## src/rtl/async_fifo_wr_arbiter.sv

```systemverilog
// Round-robin arbiter sharing one async FIFO write port between NUM_REQ
// valid/ready burst sources. An owner keeps the port until its last beat or
// MAX_BURST beats, whichever comes first. Protocol problems are kept in
// sticky status bits.
module async_fifo_wr_arbiter #(
    parameter int unsigned DATA_WIDTH = 8,
    parameter int unsigned NUM_REQ    = 4,
    parameter int unsigned MAX_BURST  = 16
) (
    input  logic                          wr_clk_i,
    input  logic                          wr_rst_i,
    input  logic [NUM_REQ-1:0]            req_valid_i,
    input  logic [NUM_REQ*DATA_WIDTH-1:0] req_data_i,
    input  logic [NUM_REQ-1:0]            req_last_i,
    output logic [NUM_REQ-1:0]            req_ready_o,
    output logic                          fifo_wr_en_o,
    output logic [DATA_WIDTH-1:0]         fifo_wr_data_o,
    input  logic                          fifo_full_i,
    input  logic                          fifo_overflow_i,
    input  logic                          clr_err_i,
    output logic [$clog2(NUM_REQ)-1:0]    grant_id_o,
    output logic                          busy_o,
    output logic                          overflow_err_o,
    output logic                          trunc_err_o
);

    localparam int unsigned IdW  = $clog2(NUM_REQ);
    localparam int unsigned CntW = $clog2(MAX_BURST + 1);

    typedef enum logic {StIdle, StGrant} state_e;

    state_e          state_q, state_d;
    logic [IdW-1:0]  rr_ptr_q, rr_ptr_d;
    logic [IdW-1:0]  grant_id_q, grant_id_d;
    logic [CntW-1:0] beat_cnt_q, beat_cnt_d;
    logic            overflow_err_q, overflow_err_d;
    logic            trunc_err_q, trunc_err_d;

    logic                  any_valid;
    logic [IdW-1:0]        winner;
    logic                  owner_valid;
    logic                  owner_last;
    logic [DATA_WIDTH-1:0] owner_data;
    logic                  can_write;
    logic                  accept;
    logic                  max_beat;
    logic                  trunc_set;

    // Pick the first valid requester scanning cyclically upward from rr_ptr+1.
    always_comb begin
        int unsigned    idx;
        logic [IdW-1:0] cand;
        any_valid = 1'b0;
        winner    = '0;
        idx       = 0;
        cand      = '0;
        // Descending offset so the nearest candidate is written last and wins.
        for (int unsigned k = NUM_REQ; k >= 1; k--) begin
            idx  = (32'(rr_ptr_q) + k) % NUM_REQ;
            cand = IdW'(idx);
            if (req_valid_i[cand]) begin
                any_valid = 1'b1;
                winner    = cand;
            end
        end
    end

    // Select the current owner's stream signals.
    always_comb begin
        owner_valid = 1'b0;
        owner_last  = 1'b0;
        owner_data  = '0;
        for (int unsigned i = 0; i < NUM_REQ; i++) begin
            if (grant_id_q == IdW'(i)) begin
                owner_valid = req_valid_i[i];
                owner_last  = req_last_i[i];
                owner_data  = req_data_i[i*DATA_WIDTH +: DATA_WIDTH];
            end
        end
    end

    // Ready is combinational from fifo_full so a full FIFO is never written.
    always_comb begin
        busy_o    = (state_q == StGrant);
        can_write = busy_o & ~fifo_full_i;
        accept    = can_write & owner_valid;
        max_beat  = (beat_cnt_q == CntW'(MAX_BURST - 1));
        for (int unsigned i = 0; i < NUM_REQ; i++) begin
            req_ready_o[i] = can_write & (grant_id_q == IdW'(i));
        end
        fifo_wr_en_o   = accept;
        fifo_wr_data_o = owner_data;
        grant_id_o     = grant_id_q;
        overflow_err_o = overflow_err_q;
        trunc_err_o    = trunc_err_q;
    end

    // Next-state: arbitration in idle, beat counting and release in grant.
    always_comb begin
        state_d    = state_q;
        rr_ptr_d   = rr_ptr_q;
        grant_id_d = grant_id_q;
        beat_cnt_d = beat_cnt_q;
        trunc_set  = 1'b0;
        unique case (state_q)
            StIdle: begin
                if (any_valid) begin
                    grant_id_d = winner;
                    beat_cnt_d = '0;
                    state_d    = StGrant;
                end
            end
            StGrant: begin
                if (accept) begin
                    beat_cnt_d = beat_cnt_q + 1'b1;
                    if (owner_last || max_beat) begin
                        state_d  = StIdle;
                        rr_ptr_d = grant_id_q;
                        // A last beat landing exactly on MAX_BURST is a clean release.
                        trunc_set = max_beat & ~owner_last;
                    end
                end
            end
        endcase
        // Clear wins over a same-cycle set.
        overflow_err_d = clr_err_i ? 1'b0 : (overflow_err_q | fifo_overflow_i);
        trunc_err_d    = clr_err_i ? 1'b0 : (trunc_err_q | trunc_set);
    end

    // State and status registers with asynchronous reset.
    always_ff @(posedge wr_clk_i or posedge wr_rst_i) begin
        if (wr_rst_i) begin
            state_q        <= StIdle;
            rr_ptr_q       <= IdW'(NUM_REQ - 1);
            grant_id_q     <= '0;
            beat_cnt_q     <= '0;
            overflow_err_q <= 1'b0;
            trunc_err_q    <= 1'b0;
        end else begin
            state_q        <= state_d;
            rr_ptr_q       <= rr_ptr_d;
            grant_id_q     <= grant_id_d;
            beat_cnt_q     <= beat_cnt_d;
            overflow_err_q <= overflow_err_d;
            trunc_err_q    <= trunc_err_d;
        end
    end

endmodule

```

## config.mk

```make
export PLATFORM = sky130hd
export DESIGN_NAME = async_fifo_wr_arbiter
export DESIGN_NICKNAME = d
export VERILOG_FILES = /design/src/rtl/async_fifo_wr_arbiter.sv
export SDC_FILE = /design/constraint.sdc
export NUM_CORES = 1
export LEC_CHECK = 0
export ABC_AREA = 0
export BUFFER_PORTS_ARGS = -buffer_cell sky130_fd_sc_hd__buf_2
export CORE_AREA = 2 2 51 49
export DETAILED_ROUTE_END_ITERATION = 8
export DIE_AREA = 0 0 53 51
export GPL_TIMING_DRIVEN = 1
export HOLD_SLACK_MARGIN = 0.15
export PLACE_DENSITY = 0.82
export SYNTH_ARGS = -nofsm -noshare
export SYNTH_HDL_FRONTEND = slang
export SYNTH_SLANG_ARGS = --single-unit
export TNS_END_PERCENT = 5
```

## constraint.sdc

```tcl
create_clock -name wr_clk_i -period 2.5 [get_ports wr_clk_i]
set_input_delay 0.25 -clock wr_clk_i [delete_from_list [all_inputs] [get_ports wr_clk_i]]
set_output_delay 0.25 -clock wr_clk_i [all_outputs]
set_load 0.02 [all_outputs]
```

==> summary.md <==
| Metric | Value |
|---|---|
| Run status | `finished, final reports clean` |
| Fraction of synthesized cell area taken by the top area cell type | `0.276` |
| Static leakage | `0.681 nW` |
| Relative slew slack | `0.624` |
| Half-perimeter wire length after placement | `1.98 mm` |
| Standard-cell rows | `17` |
| Endpoint arrival time on the critical path | `1.89 ns` |
| Hold Violations, Final | `0` |
| Worst-skew pair later-pin latency | `0.27 ns` |
| DRC errors left | `0` |
| Global route total overflow | `0` |
| Antenna violations before repair | `0` |
| First-pass DRT Iterations | `4` |
| Number of warnings printed during yosys synthesis | `0` |
| Compound-cell area share of the yosys netlist | `0.105` |
| Util after Layout | `0.579` |
| Initial Util | `0.406` |
| Parity-gate share of the synthesized area counting xor and xnor cells | `0` |
| Element type at the critical path end | `primary output` |
| Share of synthesized area spent on multiplexers | `0.321` |
| Via-to-Cell Ratio | `5.27` |
| Combinational family with the most area after synthesis | `multiplexers` |
| Count of pins over their slew limit | `0` |
| Tmin final | `2.14 ns` |
| Aggregate negative setup slack | `0 ns` |
| Top cell type by total area after synthesis | `sky130_fd_sc_hd__dfrtp_1` |
| Wire per inst | `13.6 um` |
| Worst Reg2Reg Path Length in Cells | `4` |
| Sequential area share after synthesis | `0.334` |
| # setup viols final | `0` |
| Crit Path Category | `reg -> out` |
| Clock buffers created by TritonCTS | `3` |
| Syn Std Cell Area | `907 um^2` |
| Post-synthesis adder-cell area fraction | `0.0276` |
| Most common cell after layout, fill and taps aside | `sky130_fd_sc_hd__buf_2` |
| Nature of the critical path startpoint | `flip-flop` |
| # nets final | `197` |
| Die extent in y | `51 um` |
| Maximum clock insertion buffer count | `2` |
| Core ar. | `0.00223 mm^2` |
| Most used cells in the layout excluding fill and tap cells | `sky130_fd_sc_hd__buf_2 (62), sky130_fd_sc_hd__nor2_1 (12), sky130_fd_sc_hd__dfrtp_1 (10), sky130_fd_sc_hd__nand2_1 (8), sky130_fd_sc_hd__mux4_2 (8)` |
| Final Routed Wirelength | `2.41 mm` |
| Antenna Diode Count | `0` |
| Share of the cycle needed by the critical path after routing | `0.858` |
| Mean cell area of the mapped netlist | `10.9 um^2` |
| Top post-synthesis cells by area | `sky130_fd_sc_hd__dfrtp_1 (28%), sky130_fd_sc_hd__mux4_2 (20%), sky130_fd_sc_hd__mux2i_1 (7.7%), sky130_fd_sc_hd__dfstp_2 (5.8%), sky130_fd_sc_hd__nor2_1 (5.0%)` |
| Instance count along the most critical hold path | `3` |
| PD cells | `966 mW/mm^2` |
| Die footprint | `0.00270 mm^2` |
| Via count of the first global-routing pass | `864` |
| Filler cell count in the final layout | `186` |
| Unique masters post-synth | `28` |
| CP Max Fanout | `16` |
| Growth of design area from synthesis to finish | `42.5%` |
| Count of clock tree sinks | `12` |
| H-tree lvl count | `1` |
| Overall track demand over capacity in global routing | `0.182` |
| Placer congestion estimate | `0.892` |
| Ports placed on the boundary | `63` |
| Number of max-cap violations | `0` |
| CTS Root Cell | `sky130_fd_sc_hd__clkbuf_4` |
| Remaining antenna violation count after routing | `0` |
| Port Buffer Count | `62` |
| Max Freq | `466 MHz` |
| Largest vdd supply drop | `495 uV` |
| Worst setup skew after layout | `0.00529 ns` |
| Final Total Pwr | `0.00125 W` |
| Cell count after synthesis | `83` |
| Violation count after the first detailed-routing iteration | `7` |
| RSZ-0062 raised after global routing | `false` |
| Post-Synth Simple-Gate Area | `0.185` |
| Maximum number of pins on one net before global-route repair | `17` |
| Mapped Nets | `130` |
| Global-route wire length before repair | `3.62 mm` |
| Slew at the pin with the worst max-slew slack | `0.565 ns` |
| CTS tree | `built` |
| Die X | `53 um` |
| Number of buffers inserted by post-CTS setup repair | `0` |
| Vias after detailed routing | `932` |
| Hold Crit Class | `in -> reg` |
| Clock Pin Slew Worst Setup and Hold Paths | `0.08 ns` |
| Share of layout cells above drive strength 1 | `0.550` |
| #FFs+latches synth | `12` |
| Required @ worst endpoint | `2.25 ns` |
## final cells by class
cell class	count	area [um^2]	area share
Tap cell	28	35.0	0.0271
Multi-Input combinational cell	65	579	0.448
Clock buffer	4	26.3	0.0203
Inverter	3	11.3	0.00871
Timing Repair Buffer	65	338	0.261
Sequential cell	12	303	0.234
## registers in the layout, summed over array words and instances, names as in the netlist
name	count
beat_cnt_q	5
grant_id_o	2
rr_ptr_q	2
busy_o	1
overflow_err_o	1
trunc_err_o	1
## power by group
part | leakage (nW) | switching (W) | internal, W | total [W]
clock | 0.0150 | 0.0000664 | 0.0000618 | 0.000128
sequential | 0.147 | 0.000123 | 0.000269 | 0.000391
combinational | 0.519 | 0.000370 | 0.000360 | 0.000729
## layer usage
layer,track usage,wire length [um],up-vias
li1,-,-,440
met1,0.182,920,444
met2,0.348,1240,46
met3,0.0585,233,2
met4,0.0513,11,0
met5,0,0,-
## critical path: stages, from the launching register on
cell and delay (ns):
sky130_fd_sc_hd__dfrtp_1 0.59, sky130_fd_sc_hd__or3b_4 0.51, sky130_fd_sc_hd__o22ai_4 0.28, sky130_fd_sc_hd__buf_2 0.24
## Yosys cell counts
master and number:
sky130_fd_sc_hd__nor2_1 12, sky130_fd_sc_hd__dfrtp_1 10, sky130_fd_sc_hd__mux4_2 8, sky130_fd_sc_hd__nand2_1 8, sky130_fd_sc_hd__mux2i_1 7, sky130_fd_sc_hd__a21oi_1 4, sky130_fd_sc_hd__inv_1 3, sky130_fd_sc_hd__nand2b_1 3
sky130_fd_sc_hd__a31oi_1 2, sky130_fd_sc_hd__buf_2 2, sky130_fd_sc_hd__dfstp_2 2, sky130_fd_sc_hd__ha_1 2, sky130_fd_sc_hd__mux2_4 2, sky130_fd_sc_hd__nand3b_1 2, sky130_fd_sc_hd__nor2b_1 2, sky130_fd_sc_hd__o21ai_0 2
sky130_fd_sc_hd__a21o_1 1, sky130_fd_sc_hd__and3_1 1, sky130_fd_sc_hd__clkbuf_1 1, sky130_fd_sc_hd__mux2_2 1, sky130_fd_sc_hd__nand3_4 1, sky130_fd_sc_hd__nand4_1 1, sky130_fd_sc_hd__nor3_1 1, sky130_fd_sc_hd__o21a_1 1
sky130_fd_sc_hd__o22ai_4 1, sky130_fd_sc_hd__o31ai_1 1, sky130_fd_sc_hd__o32a_1 1, sky130_fd_sc_hd__or3b_4 1
## path summary, 6_finish.rpt
path / slack, ns / from / to
max: 0.36 / grant_id_o[1] / fifo_wr_en_o
min: 0.20 / fifo_overflow_i / overflow_err_o
max reg2reg: 0.60 / grant_id_o[1] / rr_ptr_q[0]
min reg2reg: 0.50 / trunc_err_o / trunc_err_o
max in group asynchronous: 1.63 / wr_rst_i / rr_ptr_q[0]
min in group asynchronous: 0.52 / wr_rst_i / beat_cnt_q[3]
## metrics by stage
step / instance area (um^2) / hold slack, ns / std cells / setup WS (ns)
after floorplan: 907 / 0.113 / 83 / 0.698
after global placement: 1250 / 0.278 / 171 / 0.674
after detailed placement: 1250 / 0.290 / 171 / 0.602
after CTS: 1290 / 0.202 / 177 / 0.337
after global routing: 1290 / 0.229 / 177 / 0.259
final: 1290 / 0.204 / 177 / 0.356
## logic make-up (layout without fill, tap and decap cells)
family,count (synthesis),in the layout
muxes,18,18
adders and majority gates,2,2
and+or+nand+nor,32,32
AOI/OAI and AO/OA,13,13
buffers and inverters,6,72
DFF,12,12
## repair_timing
item	CTS	global route
hold endpoints to repair	12	0
resized for setup	0	0
hold buffers	2	0
setup endpoints to repair	0	0
No activity file was read; power rests on OpenSTA's default activity.
